$ cat src/rtl/clk_div_ctrl.sv
// Run-time controller for the programmable clock divider: glitch-free start/stop and
// half-period-aligned divisor updates. Optional tick counter under `CLKDIV_TICKCNT_EN`.
module clk_div_ctrl #(
  parameter int          CNT_W   = 18,
  parameter int unsigned DEF_DIV = 250000
) (
  input  logic             clk_i,
  input  logic             rst_i,
  input  logic             enable_i,
  input  logic [CNT_W-1:0] cfg_div_i,
  input  logic             cfg_valid_i,
  output logic             cfg_ready_o,
  output logic             clk_o,
  output logic             tick_o,
  output logic             busy_o,
  output logic [CNT_W-1:0] div_o,
  output logic [15:0]      tick_cnt_o,
  output logic [1:0]       state_o
);

  typedef enum logic [1:0] {
    IDLE = 2'd0,
    RUN  = 2'd1,
    PEND = 2'd2,
    STOP = 2'd3
  } state_t;

  localparam logic [CNT_W-1:0] DEF_DIV_W = CNT_W'(DEF_DIV);

  state_t           state_q, state_d;
  logic [CNT_W-1:0] cnt_q;
  logic [CNT_W-1:0] div_q;
  logic [CNT_W-1:0] pend_q;
  logic             clk_q;
  logic             tick_q;
  logic             busy_q;
  logic             ready_q;

  // Handshake: a divisor transfers on any rising edge where cfg_valid_i and
  // cfg_ready_o are both high; ready is a registered decode of the state.
  logic             xfer;
  logic [CNT_W-1:0] cfg_clamped;
  logic             tc;
  logic             tick_d;

  assign xfer        = cfg_valid_i && ready_q;
  assign cfg_clamped = (cfg_div_i == '0) ? CNT_W'(1) : cfg_div_i;
  assign tc          = (cnt_q == div_q);
  assign tick_d      = (state_q != IDLE) && tc;

  always_comb begin
    state_d = state_q;
    case (state_q)
      IDLE: if (enable_i) state_d = RUN;
      RUN: begin
        if (xfer)           state_d = PEND;
        else if (!enable_i) state_d = STOP;
      end
      PEND: if (tc) state_d = enable_i ? RUN : STOP;
      STOP: begin
        if (enable_i)        state_d = RUN;
        else if (tc && clk_q) state_d = IDLE;
      end
      default: state_d = IDLE;
    endcase
  end

  always_ff @(posedge clk_i) begin
    if (rst_i) begin
      state_q <= IDLE;
      cnt_q   <= '0;
      div_q   <= DEF_DIV_W;
      pend_q  <= '0;
      clk_q   <= 1'b0;
      tick_q  <= 1'b0;
      busy_q  <= 1'b0;
      ready_q <= 1'b1;
    end else begin
      state_q <= state_d;
      busy_q  <= (state_d != IDLE);
      ready_q <= (state_d == IDLE) || (state_d == RUN);
      tick_q  <= 1'b0;
      if (state_q == IDLE) begin
        cnt_q <= '0;
        clk_q <= 1'b0;
        if (xfer) div_q <= cfg_clamped;
      end else begin
        if (tc) begin
          cnt_q  <= '0;
          clk_q  <= ~clk_q;
          tick_q <= 1'b1;
        end else begin
          cnt_q <= cnt_q + CNT_W'(1);
        end
        if (state_q == RUN && xfer) pend_q <= cfg_clamped;
        // The pending value takes effect only once the old half period has ended.
        if (state_q == PEND && tc) div_q <= pend_q;
      end
    end
  end

`ifdef CLKDIV_TICKCNT_EN
  logic [15:0] tick_cnt_q;

  always_ff @(posedge clk_i) begin
    if (rst_i)       tick_cnt_q <= '0;
    else if (tick_d) tick_cnt_q <= tick_cnt_q + 16'd1;
  end

  assign tick_cnt_o = tick_cnt_q;
`else
  logic unused_tick;
  assign unused_tick = tick_d;
  assign tick_cnt_o  = '0;
`endif

  assign cfg_ready_o = ready_q;
  assign clk_o       = clk_q;
  assign tick_o      = tick_q;
  assign busy_o      = busy_q;
  assign div_o       = div_q;
  assign state_o     = state_q;

endmodule
$ cat config.mk
export PLATFORM = sky130hd
export DESIGN_NAME = clk_div_ctrl
export DESIGN_NICKNAME = d
export VERILOG_FILES = /design/src/rtl/clk_div_ctrl.sv
export SDC_FILE = /design/constraint.sdc
export NUM_CORES = 1
export LEC_CHECK = 0
export CAP_MARGIN = 20
export CORE_ASPECT_RATIO = 2
export CORE_UTILIZATION = 30
export DETAILED_ROUTE_END_ITERATION = 8
export GPL_ROUTABILITY_DRIVEN = 1
export PLACE_DENSITY_LB_ADDON = 0.12
export SETUP_SLACK_MARGIN = 0.02
export SLEW_MARGIN = 20
export SYNTH_ARGS = -nofsm -noshare
export SYNTH_HDL_FRONTEND = slang
export SYNTH_SLANG_ARGS = --single-unit
export TNS_END_PERCENT = 50
$ cat constraint.sdc
create_clock -name clk_i -period 2.7 [get_ports clk_i]
set_clock_uncertainty 0.2 [all_clocks]
set_input_delay 0.27 -clock clk_i [delete_from_list [all_inputs] [get_ports clk_i]]
set_output_delay 0.27 -clock clk_i [all_outputs]
set_load 0.01 [all_outputs]
==> results.json, run 1 <==
{
  "timing.final.crit_share_pct": 86.9,
  "dr.pass1.iters": 4,
  "final_hold_viol_count": 0,
  "ys.flop_type": "dfxtp_1",
  "viasPerCell": 4.60,
  "multi_input_area_sq_um": 1630,
  "vdd.ir_drop.worst_v": 0.000302,
  "r2r_end": "busy_o",
  "ys_seq_area_share_pct": 40.0,
  "hp-class": "in -> reg",
  "drc": 0,
  "worst_slew_pin_slew_ns": 0.809,
  "fin_nets": 434,
  "finalHoldWorstSlack_ns": 0.155,
  "crit_chain": "xor2_1 > nor4_2 > nand3_2 > buf_4 > o41ai_1 > a21bo_2",
  "die_area_sq_um": 10400,
  "postCtsSetupRepairBufs": 0,
  "numCtsBuffers": 9,
  "ant_nets": 0,
  "final_cell_mix": "60 x dfxtp_1, 51 x nand2_1, 44 x clkdlybuf4s50_1, 35 x nor2_1, 30 x a21oi_1",
  "grt_max_degree": 55,
  "fin_crit_ns": 2.35,
  "fill_cells": 1030,
  "grt_antenna_before_repair": 0,
  "clkTransAtPathRegs_ns": 0.05,
  "r2r_start": "cnt_q[6]",
  "grt_pass1_vias": 2386,
  "yosysWarnings": 0,
  "place.gp.congestion": 0.801,
  "hold_path_end": "div_o[0]",
  "clock_latency_ns": 0.33,
  "syn_avg_cell_area_sq_um": 8.38,
  "netlist_instances": 358,
  "crit_type": "reg -> reg",
  "cts_buffer_depth": 2,
  "cap_viol_max_count": 0,
  "finalSetupViolCount": 0,
  "holdPathStages": 4,
  "num_rows": 51,
  "max_freq_mhz": 426,
  "register_area_sq_um": 1200,
  "coreArea_sq_um": 9700,
  "post_cts_resized": 0,
  "vias": 2512,
  "synth_area_sq_um": 3000,
  "placed_area_sq_um": 3580,
  "reg2reg_slack_ns": 0.35,
  "arrival_ns": 2.36,
  "overflow": 0,
  "io_buffers": 45,
  "grt_pass1_wl_microns": 12200,
  "drive_above_1_share_pct": 10.9,
  "cp_top_family": "compound AO/OA/AOI/OAI gates",
  "required_ns": 2.71,
  "reg2regPathDepth": 6,
  "io-pin-count": 62,
  "worstSetupEndpointType": "flop",
  "wl_per_cell_microns": 14.0,
  "path_buf_inv": 1,
  "ctsRootBufferMaster": "clkbuf_16",
  "hold_buffers": 0,
  "worst-path-stages": 6,
  "final_common_cell": "dfxtp_1",
  "synth_cell_types": 43,
  "antenna_cells": 0,
  "start_util_pct": 30.9,
  "dpl.hpwl_microns": 5710,
  "slew_violations": 0,
  "die_w_microns": 72.7,
  "routed_wl_microns": 7640,
  "max_slew_margin_pct": 46.0,
  "startpoint_type": "flop",
  "cts.sinks": 60,
  "synth_edf_count": 0,
  "setup_tns_ns": 0,
  "powerDensity_nw_per_um2": 619,
  "rsz0062_at_grt": "no",
  "total_leakage_power_nw": 1.45,
  "cts_tree": "done",
  "ys_ff_latch": 60,
  "first_iter_violations": 80,
  "status": "finished clean",
  "async_reset_ff_share_pct": 0,
  "cts-htree-levels": 3,
  "syn2layout_area_growth_pct": 27.8,
  "critical_path.slowest_cell": "o41ai_1",
  "hold_start": "rst_i",
  "dieHeight_microns": 143,
  "grtUsageTotal_pct": 15.9,
  "critPathMaxStageDelay_ns": 0.58,
  "cp_max_fo": 7,
  "design_area_sq_um": 3840
}
## area by class of cell
type,instances,share of cell area [%]
sequential,60,31.3
timing repair buffer,60,14.5
multi-input combinational,274,42.5
tap,132,4.31
clock buffer,11,6.33
inverter,6,0.587
clock inverter,3,0.391
## power breakdown
group / switching, mW / leakage (nW) / internal, mW
clock network: 0.383 / 0.131 / 0.629
registers: 0.0409 / 0.488 / 0.934
logic: 0.197 / 0.833 / 0.190
total: 0.621 / 1.45 / 1.75
## how the worst max path moves through the flow
| stage | startpoint | end | slack [ns] |
|---|---|---|---|
| 2_1_floorplan | div_o[17] | div_o[11] | 0.47 |
| 3_3_place_gp | div_o[7] | busy_o | 0.33 |
| 3_5_place_dp | cnt_q[1] | busy_o | 0.30 |
| 4_1_cts | cnt_q[1] | busy_o | 0.29 |
| 5_1_grt | cnt_q[6] | busy_o | 0.17 |
| 6_report | cnt_q[6] | busy_o | 0.35 |
## state kept, by name, indices dropped and copies added (netlist names)
name         flops
cnt_q           18
div_o           18
pend_q          18
state_o          2
busy_o           1
cfg_ready_o      1
clk_o            1
tick_o           1
## metal layers
layer	share of wire (%)	global-route usage, %
met1	40	16.7
met2	54	29.1
met3	3.3	3.51
met4	2.2	7.64
met5	0	0
## metrics by stage
stage	utilization [%]	setup WS, ns	power (mW)	std cells
3_5_place_dp	36.9	0.302	1.39	532
5_1_grt	39.6	0.171	2.48	546
4_1_cts	39.6	0.291	2.42	546
2_1_floorplan	-	0.466	1.23	373
6_report	39.6	0.354	2.37	546
3_3_place_gp	36.9	0.334	1.38	532
## cell families (layout without fill, tap and decap cells)
group / after synthesis / count (layout) / synth area share, %
fa+ha+maj: 1 / 1 / 0.417
simple gates: 142 / 142 / 23.0
xor+xnor: 34 / 34 / 9.92
flops: 60 / 60 / 40.0
mux: 18 / 18 / 6.67
buf+inv: 39 / 80 / 7.50
other cells: 1 / 16 / 0.125
compound gates: 63 / 63 / 12.3
## synth_stat cells (all sizes together) (5+ instances only)
library cell | instances | area [sq um]
xor2 | 21 | 184
nor4 | 5 | 56.3
nand2 | 51 | 191
nor3 | 7 | 35.0
buf | 19 | 150
inv | 6 | 22.5
a211oi | 8 | 60.1
o21ai | 14 | 70.1
mux2 | 10 | 120
nor2 | 35 | 131
a21oi | 30 | 150
nand3 | 9 | 50.1
mux2i | 8 | 80.1
clkbuf | 14 | 52.6
dfxtp | 60 | 1200
nor2b | 21 | 131
xnor2 | 13 | 114
## worst reg2reg max path: stages, from the launching register on
cell     delay (ns)
dfxtp_1        0.44
xor2_1         0.11
nor4_2         0.29
nand3_2        0.13
buf_4          0.18
o41ai_1        0.58
a21bo_2        0.30
Power figures use the tool's default switching activity.
==> inputs of run 2 (changes only) <==
CTS_CLUSTER_DIAMETER = 150   (was default)
==> results of run 2 <==
The final DEF is identical to that of run 1; final timing and power are the same.
